**src/rtl/regbank_pkg.sv**
```systemverilog
// Shared constants and state encoding for the register-bank write arbiter.
package regbank_pkg;

  localparam int unsigned AW    = 5;
  localparam int unsigned DW    = 32;
  localparam int unsigned NREGS = 32;

  typedef enum logic {
    StRun,
    StSweep
  } state_e;

endpackage

```
**src/rtl/rr_arbiter.sv**
```systemverilog
// Combinational round-robin pick: first asserted request at or after ptr, wrapping.
module rr_arbiter #(
  parameter  int unsigned NREQ = 4,
  localparam int unsigned PW   = (NREQ > 1) ? $clog2(NREQ) : 1
) (
  input  logic [NREQ-1:0] req,
  input  logic [PW-1:0]   ptr,
  output logic [NREQ-1:0] grant
);

  int unsigned    idx;
  logic [PW-1:0]  sel;
  logic           found;

  always_comb begin
    grant = '0;
    found = 1'b0;
    idx   = 0;
    sel   = '0;
    for (int unsigned off = 0; off < NREQ; off++) begin
      idx = 32'(ptr) + off;
      if (idx >= NREQ) idx = idx - NREQ;
      sel = PW'(idx);
      if (!found && req[sel]) begin
        grant[sel] = 1'b1;
        found      = 1'b1;
      end
    end
  end

endmodule

```
**src/rtl/regbank_write_arbiter.sv**
```systemverilog
// Round-robin arbiter for the shared bank write port, with a zero-fill sweep of all registers.
module regbank_write_arbiter
  import regbank_pkg::*;
#(
  parameter int unsigned NREQ         = 4,
  parameter bit          ZERO_PROTECT = 1'b1
) (
  input  logic               clk,
  input  logic               reset,
  input  logic [NREQ-1:0]    req_valid,
  input  logic [NREQ*AW-1:0] req_addr,
  input  logic [NREQ*DW-1:0] req_data,
  output logic [NREQ-1:0]    req_ready,
  input  logic               init_start,
  output logic               init_busy,
  output logic               init_done,
  output logic               bank_write,
  output logic [AW-1:0]      bank_dr,
  output logic [DW-1:0]      bank_wdata
);

  localparam int unsigned PW = (NREQ > 1) ? $clog2(NREQ) : 1;
  // One extra bit so the counter can mark the trailing cycle after address NREGS-1.
  localparam int unsigned CW = $clog2(NREGS) + 1;

  state_e          state_q, state_d;
  logic [PW-1:0]   ptr_q, ptr_d;
  logic [CW-1:0]   cnt_q, cnt_d;
  logic            wr_q, wr_d;
  logic [AW-1:0]   dr_q, dr_d;
  logic [DW-1:0]   wdata_q, wdata_d;
  logic            done_q, done_d;
  logic [NREQ-1:0] grant;

  rr_arbiter #(
    .NREQ (NREQ)
  ) u_rr_arbiter (
    .req   (req_valid),
    .ptr   (ptr_q),
    .grant (grant)
  );

  always_comb begin
    state_d   = state_q;
    ptr_d     = ptr_q;
    cnt_d     = cnt_q;
    wr_d      = 1'b0;
    dr_d      = dr_q;
    wdata_d   = wdata_q;
    done_d    = 1'b0;
    req_ready = '0;
    unique case (state_q)
      StRun: begin
        // Gate with reset so no grant is visible while the block is held in reset.
        req_ready = grant & {NREQ{reset}};
        for (int i = 0; i < int'(NREQ); i++) begin
          if (req_ready[i] && req_valid[i]) begin
            ptr_d   = (i == int'(NREQ) - 1) ? '0 : PW'(i + 1);
            dr_d    = req_addr[i*AW +: AW];
            wdata_d = req_data[i*DW +: DW];
            wr_d    = !(ZERO_PROTECT && (req_addr[i*AW +: AW] == '0));
          end
        end
        if (init_start) begin
          state_d = StSweep;
          cnt_d   = '0;
        end
      end
      StSweep: begin
        if (cnt_q == CW'(NREGS)) begin
          state_d = StRun;
          cnt_d   = '0;
          done_d  = 1'b1;
        end else begin
          wr_d    = 1'b1;
          dr_d    = cnt_q[AW-1:0];
          wdata_d = '0;
          cnt_d   = cnt_q + 1'b1;
        end
      end
      default: state_d = StRun;
    endcase
  end

  always_ff @(posedge clk or negedge reset) begin
    if (!reset) begin
      state_q <= StRun;
      ptr_q   <= '0;
      cnt_q   <= '0;
      wr_q    <= 1'b0;
      dr_q    <= '0;
      wdata_q <= '0;
      done_q  <= 1'b0;
    end else begin
      state_q <= state_d;
      ptr_q   <= ptr_d;
      cnt_q   <= cnt_d;
      wr_q    <= wr_d;
      dr_q    <= dr_d;
      wdata_q <= wdata_d;
      done_q  <= done_d;
    end
  end

  assign init_busy  = (state_q == StSweep);
  assign init_done  = done_q;
  assign bank_write = wr_q;
  assign bank_dr    = dr_q;
  assign bank_wdata = wdata_q;

endmodule

```
**config.mk**
```make
export PLATFORM = sky130hd
export DESIGN_NAME = regbank_write_arbiter
export DESIGN_NICKNAME = d
export VERILOG_FILES = /design/src/rtl/regbank_pkg.sv /design/src/rtl/rr_arbiter.sv /design/src/rtl/regbank_write_arbiter.sv
export SDC_FILE = /design/constraint.sdc
export NUM_CORES = 1
export LEC_CHECK = 0
export CORE_ASPECT_RATIO = 1.4
export CORE_MARGIN = 5
export CORE_UTILIZATION = 35
export CTS_CLUSTER_SIZE = 24
export DETAILED_ROUTE_END_ITERATION = 16
export GPL_ROUTABILITY_DRIVEN = 0
export GPL_TIMING_DRIVEN = 0
export PLACE_DENSITY = 0.78
export SLEW_MARGIN = 25
export SYNTH_ARGS = -nofsm -noshare
export SYNTH_HDL_FRONTEND = slang
export SYNTH_SLANG_ARGS = --single-unit
```
**constraint.sdc**
```tcl
create_clock -name clk -period 3.23 [get_ports clk]
set_clock_uncertainty 0.2 [all_clocks]
set_input_delay 0.323 -clock clk [delete_from_list [all_inputs] [get_ports clk]]
set_output_delay 0.323 -clock clk [all_outputs]
set_load 0.02 [all_outputs]
```
Yosys cells after proc, flatten, opt, wreduce, memory -nomap -nowiden
Index checks and enable logic that the tools add are counted.
{ "totals": {"ff_bits": 48, "input_bits": 155, "out_inout_bits": 44, "elab_cells": 118} }
{ "classes": {"addsub": 8, "magnitude_cmp": 12, "n_eq_ne": 4, "muxes": 57, "n_bitwise": 5, "reduce_logical": 25} }
{ "op_table": {"columns": ["operator", "n"], "rows": [
  ["32-bit 2-to-1 mux", 5],
  ["32-bit case mux with 2 select lines", 1],
  ["5-bit 2-to-1 mux", 5],
  ["5-bit zero test", 4],
  ["4-bit 2-to-1 mux", 5],
  ["1-bit 2-to-1 mux", 19],
  ["2-bit 2-to-1 mux", 8],
  ["2-bit by 3-bit less-than comparator with 1-bit output, second input constant", 4],
  ["6-bit 2-to-1 mux", 2],
  ["4-bit OR", 3],
  ["6-bit case mux with 2 select lines", 1],
  ["1-bit logical AND", 11],
  ["5-bit case mux with 2 select lines", 1],
  ["3-bit >= comparator, second input constant", 3],
  ["1-bit binary-select mux with 2-bit select", 4],
  ["1-bit demux with 2-bit select", 4],
  ["2-bit by 1-bit >= comparator with 1-bit output, second input constant", 4],
  ["2-bit by 1-bit subtractor with 2-bit output, second input constant", 4],
  ["1-bit zero test", 7],
  ["2-bit by 2-bit adder with 3-bit output, second input constant", 2],
  ["6-bit by 1-bit adder with 6-bit output, second input constant", 1],
  ["6-bit == test, second input constant", 1],
  ["5-bit != test, second input constant", 1],
  ["4-bit AND", 1],
  ["7 further kinds", 10]
]} }

Logic depth before layout (Yosys ltp)
Gate-level depths: netlist of the first run.
{ "logic_depth": {"ltp_word": 21, "mapped_depth": 11, "depth_no_buf": 9} }

By module
Synthesis of the first run repeated with hierarchy kept, for this count alone.
{ "hier_totals": {"hier_cells": 330, "hier_area_um2": 3323.2} }
{ "modules_own_cells": {"columns": ["mod", "instances", "cells_per_inst", "area_per_inst_um2", "seq_area_each_um2"], "rows": [
  ["regbank_write_arbiter", 1, 300, 3020.4, 1201.2],
  ["rr_arbiter", 1, 30, 302.8, 0.0]
]} }

Worst setup path after synthesis of the first run
No wires, ideal clock.
{ "synth_path": {"path_type": "flip-flop to flip-flop", "start": "register ptr_q[0]", "end": "register wdata_q[0] (netlist: bank_wdata[0])", "setup_time_ps": 66, "t_arrival_ps": 3103, "required_ps": 2964, "path_slack_ps": -139, "path_stages_with_launch": 12, "n_path_buf": 2, "period_less_slack_ps": 3369, "path_cell_list": "dfrtp_1 inv_1 ha_1 mux4_2 nor4b_2 and2_1 o311a_4 or4_4 buf_6 o21ai_4 buf_6 a221o_1"} }
{ "synth_between": {"elab_chain_cells": 20, "elab_cells_between_ends": 70, "classes_between": "add/sub (7); order compare (12); eq/ne (1); mux (31); bitwise (4); reduce/logical (15)"} }
{ "synth_rtl": {"columns": ["element", "line_no", "text"], "rows": [
  ["start: declaration", "regbank_write_arbiter.sv:27", "logic [PW-1:0] ptr_q, ptr_d;"],
  ["start signal: assignment", "regbank_write_arbiter.sv:96", "ptr_q <= ptr_d;"],
  ["branches (longest 13 deep; another with 2-bit by 1-bit adder with 3-bit output)", null, null],
  ["4-bit 2-to-1 mux *", "rr_arbiter.sv:24", "if (!found && req[sel]) begin"],
  ["4-bit AND *", "regbank_write_arbiter.sv:55", "req_ready = grant & {NREQ{reset}};"],
  ["1-bit logical AND", "regbank_write_arbiter.sv:57", "if (req_ready[i] && req_valid[i]) begin"],
  ["32-bit 2-to-1 mux (3 in a row)", "regbank_write_arbiter.sv:57", null],
  ["32-bit case mux with 2 select lines", "regbank_write_arbiter.sv:52", "unique case (state_q)"],
  ["end signal: assignment", "regbank_write_arbiter.sv:100", "wdata_q <= wdata_d;"],
  ["end: declaration", "regbank_write_arbiter.sv:31", "logic [DW-1:0] wdata_q, wdata_d;"]
]} }
Every way passes the cells marked *. The select of a mux whose other input is x is not followed.
A chain may end at the register's enable or synchronous reset.

Final worst setup path of the first run
{ "layout_path": {"start": "register ptr_q[0]", "end": "register wdata_q[9] (netlist: bank_wdata[9])"} }
The elaborated chain is that of the path after synthesis.

==> results_dict.tcl, run 1 <==
set metrics [dict create \
    outcome "finished with violations" \
    violations "negative setup slack" \
    cts_max_level 2 \
    grt_pass1_vias 4287 \
    rsz0062_at_grt "yes" \
    p_leak_nw 2.712 \
    cp-startpoint "ptr_q[0]" \
    worst_setup_path_end_kind "flip-flop" \
    fin_crit_sh_pct 103.1 \
    cp.arrival_ps 3300 \
    synth.top_cell.area_share_pct 35.15 \
    critical_path.endpoint "bank_wdata[9]" \
    syn-cell-area_um2 3417 \
    fin_area_um2 6302 \
    io_pins 199 \
    drtIter0Drc 196 \
    criticalPathCategory "reg2reg" \
    die_x_um 93.51 \
    relSlewSlack_pct 50.93 \
    worst_pin_slew_ps 730.0 \
    yosysTopAreaCell "dfrtp_1" \
    setup_ws_ps -98.88 \
    hold_slack_ps 301.5 \
    r2r_cells 12 \
    crit_required_ps 3200 \
    hold_viol 0 \
    drv_slew 0 \
    synthDistinctLibCells 49 \
    drive_above_1_share_pct 17.03 \
    area_delta_synth_final_pct 84.44 \
    grt_pass1_wl_um 22470 \
    hold_path.class "reg2reg" \
    overflow 0 \
    pwr_density_cell_nw_per_um2 523.3 \
    ys_top_cells_by_area "dfrtp_1 35%, a221o_1 9.4%, mux2i_1 9.4%" \
    ys_ff_latch 48 \
    coreArea_um2 9512 \
    maxCapViolCount 0 \
    synth_common_cells "48 x dfrtp_1, 48 x nor2_1, 37 x a211oi_1, 32 x a221o_1, 32 x mux2i_1" \
    clock_latency_ps 290 \
    synth.avg_cell_area_um2 9.465 \
    cts_buffers 5 \
    vias 4185 \
    postRouteAntennaNets 0 \
    path_max_fanout 10 \
    synthesis.nets 526 \
    ys_async_sr_fraction_pct 100.0 \
    final.setup.tns_ps -889.1 \
    dp_worst_setup_slack_ps -781.3 \
    grt_util_all_layers_pct 23.89 \
    reg2reg_to "bank_wdata[9]" \
    synth-warning-count 0 \
    regToRegSetupSlack_ps -100 \
    start_util_pct 35.92 \
    antenna_found_initial 0 \
    period_minus_slack_ps 3329 \
    io_buffer_count 198 \
    die-area_um2 11870 \
    ys.flop_type "dfrtp_1" \
    wire_per_inst_um 20.74 \
    cts_buffer_depth 2 \
    grt_max_degree 49 \
    fin_nets 764 \
    ys_seq_area_share_pct 35.15 \
    utilization_pct 66.26 \
    drc 0 \
    synth_cells 361 \
    cp-start-kind "flip-flop" \
    cts_tree "built" \
    rows 42 \
    ctsRootBufferMaster "clkbuf_16" \
    setup_violations 33 \
    hpwl_um 10990 \
    routed_wl_um 15160 \
    cts.sink_count 48 \
    placed_area_um2 5564 \
    via_per_inst 5.725 \
    peakVddDrop_uv 301.5 \
    die_h_um 126.9 \
    synth_edf_count 0 \
    antenna_cells 0 \
    drtPass1Iterations 5 \
    r2r_start "ptr_q[0]" \
    fmax_mhz 300.4 \
    cts.clk_slew.worst_paths_ps 60 \
]
power breakdown:
group,internal (mW),total [mW],switching (mW)
registers,0.702,0.823,0.121
clock network,0.282,0.506,0.224
logic,0.986,1.97,0.983
total,1.97,3.30,1.33
area by class of cell:
class	instances	area (um^2)
plain buffers	26	197.7
clock buffers	6	128.9
clock inverters	1	5.005
fillers	775	3209
inverters	6	27.53
multi-input cells	281	2307
flip-flops and latches	48	1204
well taps	132	165.2
repair buffers	231	2267
flip-flops by register name, indices dropped and copies added (netlist names):
| signal | count |
|---|---|
| bank_dr | 5 |
| bank_wdata | 32 |
| bank_write | 1 |
| cnt_q | 6 |
| init_busy | 1 |
| init_done | 1 |
| ptr_q | 2 |
layout by cell type (no fill, tap or decap), drive strengths merged, types with 2 or more instances in the layout:
cell type	instances
a21oi	14
o211ai	3
nor4	2
nor2	48
mux4	5
a211oi	37
nor3	3
dlygate4sd2	3
o21a	3
mux2i	32
o311ai	2
inv	6
and2	4
nand2	28
nand2b	3
o311a	2
a311oi	5
dfrtp	48
o31ai	4
or4	5
nand3	4
buf	45
ha	10
a21o	2
a221o	32
o21ai	17
clkdlybuf4s50	191
clkbuf	22
nor2b	2
through the flow:
step                std cells  total power [mW]
floorplan                 361             1.707
global placement          691             2.233
detailed placement        691             2.274
CTS                       718             3.017
global route              731             3.481
finish                    731             3.298
worst min path at each step:
stage | from | to | slack [ps] | cells past startpoint
after detailed placement | reset | bank_dr[1] | 200 | 1
after global routing | cnt_q[5] | cnt_q[5] | 310 | 1
after CTS | cnt_q[5] | cnt_q[5] | 300 | 1
after global placement | cnt_q[5] | cnt_q[5] | 290 | 1
after floorplan | reset | bank_dr[0] | -170 | 0
final | cnt_q[5] | cnt_q[5] | 300 | 1
metal layers:
layer / up-vias / track usage, % / routed length [um]
met5: - / 0 / 0
met4: 0 / 10.27 / 464
met3: 37 / 3.732 / 899
met2: 211 / 43.68 / 8259
met1: 2045 / 26.98 / 5541
li1: 1892 / - / -
critical path, stage by stage, from the launching register on:
cell and delay [ps]:
dfrtp_2 430, buf_6 150, mux4_2 530, buf_6 150
nor4b_4 330, buf_4 180, and4_1 250, nor2_2 70
buf_6 140, buf_6 160, mux2i_1 200, a211oi_1 130
a221o_1 290
what timing repair did:
| item | CTS | global route |
|---|---|---|
| hold endpoints to repair | 48 | 0 |
| cloned | 3 | 0 |
| pin swaps | 6 | 19 |
| hold buffers | 2 | 0 |
| setup endpoints to repair | 43 | 42 |
| gates resized for setup | 37 | 62 |
| buffers inserted | 15 | 15 |
kinds of logic after synthesis:
group	share of synthesized area [%]
AO/OA/AOI/OAI	30.25
buffers and inverters	4.650
adder cells (fa/ha/maj)	3.662
AND/OR/NAND/NOR	14.02
multiplexers	12.01
flip-flops	35.15
XOR/XNOR	0.2564
No activity file was read; power rests on OpenSTA's default activity.
==> inputs of run 2 (changes only) <==
--- a/config.mk
+++ b/config.mk
@@ -12,7 +12,9 @@
 export DETAILED_ROUTE_END_ITERATION = 16
 export GPL_ROUTABILITY_DRIVEN = 0
 export GPL_TIMING_DRIVEN = 0
+export MAX_ROUTING_LAYER = met4
 export PLACE_DENSITY = 0.78
+export RECOVER_POWER = 50
 export SLEW_MARGIN = 25
 export SYNTH_ARGS = -nofsm -noshare
 export SYNTH_HDL_FRONTEND = slang
==> results_dict.tcl, run 2 (synthesis results as in run 1) <==
set metrics [dict create \
    antenna_found_initial 0 \
    period_minus_slack_ps 3338 \
    drtPass1Iterations 5 \
    final_common_cell "clkdlybuf4s50_1" \
    drtIter0Drc 176 \
    die-area_um2 11870 \
    worst_pin_slew_ps 1316 \
    setup_violations 33 \
    crit_path_cell_trace "buf_6 -> mux4_2 -> buf_6 -> nor4b_4 -> buf_4 -> and4_1 -> nor2_2 -> buf_6 -> buf_6 -> mux2i_1 -> a211oi_1 -> a221o_1" \
    crit_slowest_cell "mux4_2" \
    overflow 0 \
    antenna_cells 0 \
    rows 42 \
    pwr_density_cell_nw_per_um2 514.4 \
    p_leak_nw 2.634 \
    cts.sink_count 48 \
    largest_reg_flops 32 \
    cts_buffers 5 \
    path_buf_inv 5 \
    drive_above_1_share_pct 14.17 \
    violations "negative setup slack" \
    vias 4137 \
    path_common_cell "buf_6" \
    fin_crit_sh_pct 103.4 \
    fillers 811 \
    relSlewSlack_pct 12.29 \
    crit_required_ps 3200 \
    cts.clk_slew.worst_paths_ps 60 \
    maxCapViolCount 0 \
    grt_max_degree 49 \
    hold_slack_ps 300.2 \
    wire_per_inst_um 20.45 \
    drc 0 \
    routed_wl_um 14830 \
    rsz0062_at_grt "yes" \
    grt_pass1_vias 4277 \
    criticalPathCategory "reg2reg" \
    coreArea_um2 9512 \
    io_pins 199 \
    slowest_delay_ps 530 \
    peakVddDrop_uv 294.2 \
    utilization_pct 64.34 \
    die_h_um 126.9 \
    path_max_fanout 10 \
    fmax_mhz 299.6 \
    setup_ws_ps -108.2 \
    hpwl_um 10990 \
    cts_buffer_depth 2 \
    grt_util_all_layers_pct 24.54 \
    area_delta_synth_final_pct 79.09 \
    io_buffer_count 198 \
    cts_max_level 2 \
    start_util_pct 35.92 \
    cp-start-kind "flip-flop" \
    hold_path.class "reg2reg" \
    via_per_inst 5.706 \
    dp_worst_setup_slack_ps -781.3 \
    crit_family "buffers and inverters" \
    ctsRootBufferMaster "clkbuf_16" \
    postRouteAntennaNets 0 \
    layout_common_cells "191 x clkdlybuf4s50_1, 46 x nor2_1, 46 x dfrtp_1" \
    grt_pass1_wl_um 22430 \
    fin_nets 758 \
    outcome "finished with violations" \
    place_inst 691 \
    die_x_um 93.51 \
    final_cells 725 \
    drv_slew 0 \
    p_total_mw 3.148 \
    cp.arrival_ps 3310 \
    worst_setup_path_end_kind "flip-flop" \
    clock_latency_ps 280 \
    cts_tree "built" \
    hold_viol 0 \
]
-- run 2: changes by cell type in the layout (fill, tap and decap cells not counted), sizes merged --
cell	previous run	this run
buf	45	38
dlygate4sd2	3	4
-- run 2: stage by stage --
stage,setup TNS (ps),cell area [um^2]
2_1_floorplan,0,3420
3_3_place_gp,-64060,5567
3_5_place_dp,-28690,5564
4_1_cts,-3953,5995
5_1_grt,-4259,6120
6_report,-913.6,6120
-- run 2: cell type report --
type                       instances  area (um^2)  share of cell area, %
tap                              132        165.2                  2.699
clock inverter                     1        5.005                0.08178
buffer                            26        178.9                  2.924
clock buffer                       6        128.9                  2.106
inverter                           6        27.53                 0.4498
sequential                        48         1204                  19.67
multi-input combinational        281         2215                  36.19
timing repair buffer             225         2196                  35.88
-- run 2: power by group --
part	switching, mW	total, mW	internal [mW]
clock network	0.222	0.504	0.282
logic	0.919	1.83	0.911
registers	0.112	0.814	0.702
total	1.25	3.15	1.89
-- run 2: path summary, 6_finish.rpt --
path / end / cells past startpoint / from / slack, ps
setup reg to reg: bank_wdata[9] / 12 / ptr_q[0] / -110
setup / recovery: bank_wdata[9] / 12 / ptr_q[0] / -110
min in group asynchronous: bank_dr[0] / 3 / reset / 890
max in group asynchronous: ptr_q[0] / 3 / reset / 1070
hold / removal: cnt_q[5] / 1 / cnt_q[5] / 300
hold reg to reg: cnt_q[5] / 1 / cnt_q[5] / 300
-- run 2: timing repair --
item,CTS,global route
endpoints found under the setup margin,43,42
endpoints found under the hold margin,48,0
cloned,3,0
hold buffers,2,0
resized for setup,37,38
setup buffers,15,9
pin swaps,6,10
-- run 2: per-layer routing --
layer  routed length [um]  vias to the layer above  track usage, %  part of all wire [%]
li1                     -                     1881               -                     -
met1                 5480                     2033           26.83                    37
met2                 7982                      184           43.51                    54
met3                  859                       39           3.673                   5.8
met4                  505                        0           10.79                   3.4
met5                    0                        -               -                     0
==> inputs of run 3 (changes only) <==
==> constraint.sdc (replaced) <==
create_clock -name clk -period 3.23 [get_ports clk]
set_clock_uncertainty 0.2 [all_clocks]
set_input_delay 0.323 -clock clk [delete_from_list [all_inputs] [get_ports clk]]
set_output_delay 0.323 -clock clk [all_outputs]
set_load 0.005 [all_outputs]
==> results_dict.tcl, run 3 (synthesis results as in run 1) <==
set metrics [dict create \
    outcome "finished with violations" \
    violations "negative setup slack" \
    seq_power_share_pct 25.4 \
    rows 42 \
    cts.sink_count 48 \
    relSlewSlack_pct 14.89 \
    hold_path.class "reg2reg" \
    via_per_inst 5.646 \
    postRouteAntennaNets 0 \
    io_pins 199 \
    crit_required_ps 3200 \
    vias 4133 \
    pwr_density_cell_nw_per_um2 503.0 \
    die-area_um2 11870 \
    reg2reg_to "bank_wdata[4]" \
    cp-start-kind "flip-flop" \
    regToRegSetupSlack_ps -60 \
    peakVddDrop_uv 327.9 \
    setup_ws_ps -62.49 \
    fmax_mhz 303.7 \
    hold_depth 1 \
    area_delta_synth_final_pct 84.58 \
    cp.arrival_ps 3260 \
    rsz0062_at_grt "yes" \
    pwr-share-clk_pct 15.9 \
    largest_reg_flops 32 \
    path_max_fanout 10 \
    start_util_pct 35.92 \
    criticalPathCategory "reg2reg" \
    cts_buffer_depth 2 \
    min_from "cnt_q[5]" \
    r2r_cells 12 \
    setup_violations 31 \
    io_buffer_count 198 \
    period_minus_slack_ps 3292 \
    cts_max_level 2 \
    utilization_pct 66.31 \
    die_x_um 93.51 \
    hold_end "cnt_q[5]" \
    clock_latency_ps 290 \
    netSwitchingFraction_pct 38.46 \
    hpwl_um 10990 \
    cts_buffers 5 \
    internal-power_mw 1.953 \
    antenna_cells 0 \
    overflow 0 \
    p_comb_share_pct 58.7 \
    grt_pass1_wl_um 23030 \
    switching_power_mw 1.220 \
    drc 0 \
    r2r_start "ptr_q[0]" \
    coreArea_um2 9512 \
    fin_nets 765 \
    cts.clk_slew.worst_paths_ps 60 \
    grt_pass1_vias 4362 \
    worst_pin_slew_ps 1277 \
    maxCapViolCount 0 \
    routed_wl_um 15110 \
    grt_util_all_layers_pct 25.18 \
    hold_viol 0 \
    p_leak_nw 2.730 \
    antenna_found_initial 0 \
    worst_setup_path_end_kind "flip-flop" \
    final_common_cell "clkdlybuf4s50_1" \
    drtPass1Iterations 4 \
    cts_tree "built" \
    wire_per_inst_um 20.65 \
    fin_crit_sh_pct 101.9 \
    layout_common_cells "188 x clkdlybuf4s50_1, 47 x nor2_1, 46 x dfrtp_1" \
    drtIter0Drc 194 \
    drv_slew 0 \
    die_h_um 126.9 \
    p_total_mw 3.173 \
    ctsRootBufferMaster "clkbuf_16" \
    grt_max_degree 50 \
    drive_above_1_share_pct 16.83 \
]
==> run 3: cell types whose count changed in the layout (fill, tap and decap cells not counted), sizes merged <==
cell / change
dlygate4sd3: +2
clkdlybuf4s15: -1
dlymetal6s2s: +1
clkbuf: +3
buf: +3
dlygate4sd2: +2
clkdlybuf4s50: -3
==> run 3: power by group through the flow <==
stage	combinational [mW]	sequential [mW]	clock [mW]
after floorplan	0.842	0.807	0
after global placement	1.34	0.831	0
after detailed placement	1.38	0.835	0
after CTS	1.74	0.803	0.522
after global routing	2.01	0.824	0.534
final	1.86	0.807	0.503
==> run 3: final cells by class <==
class                           count  area (um^2)
Fill cell                         792         3204
Timing Repair Buffer              233         2330
Multi-Input combinational cell    281         2260
Sequential cell                    48         1204
Buffer                             25        190.2
Tap cell                          132        165.2
Clock buffer                        6        128.9
Inverter                            6        25.02
Clock inverter                      1        5.005
==> run 3: worst max path at each step <==
stage,to,cells past startpoint,slack (ps),start
2_1_floorplan,bank_wdata[0],11,5,ptr_q[0]
3_3_place_gp,bank_wdata[6],9,-1570,reset
3_5_place_dp,bank_wdata[4],9,-780,req_valid[1]
4_1_cts,bank_wdata[30],13,-70,ptr_q[0]
5_1_grt,bank_wdata[28],13,-140,ptr_q[0]
6_report,bank_wdata[4],12,-60,ptr_q[0]
==> run 3: worst max-delay path, cell delays in order, from the launching register on <==
cell      delay [ps]
dfrtp_2          400
buf_6            130
mux4_2           500
nor4b_4          140
buf_4            160
and2_4           140
o311a_4          370
buf_4            160
o311ai_4         290
buf_6            160
clkbuf_8         160
a211oi_1          60
a221o_1          280
==> run 3: repair_timing <==
item | 4_1_cts | 5_1_grt
buffers inserted | 24 | 6
pin swaps | 9 | 7
cloned | 4 | 0
resized for setup | 67 | 17
setup endpoints to repair | 43 | 40
endpoints found under the hold margin | 48 | 48
==> run 3: per-layer routing <==
metal / global-route usage (%) / vias to the layer above / routed length [um]
li1: - / 1892 / -
met1: 27.58 / 2007 / 5521
met2: 45.58 / 200 / 8204
met3: 3.673 / 34 / 939
met4: 9.146 / 0 / 448
met5: - / - / 0
==> run 3: through the flow <==
| stage | std cells | setup WS, ps | setup TNS (ps) | hold slack, ps | instance area (um^2) |
|---|---|---|---|---|---|
| 5_1_grt | 732 | -138.6 | -3786 | 308.0 | 6307 |
| 6_report | 732 | -62.49 | -1188 | 298.1 | 6307 |
| 4_1_cts | 725 | -71.38 | -1303 | -115.9 | 6180 |
| 3_5_place_dp | 691 | -781.3 | -28280 | 198.3 | 5564 |
| 3_3_place_gp | 691 | -1567 | -63650 | 286.3 | 5567 |
| 2_1_floorplan | 361 | 4.924 | 0 | -172.6 | 3420 |
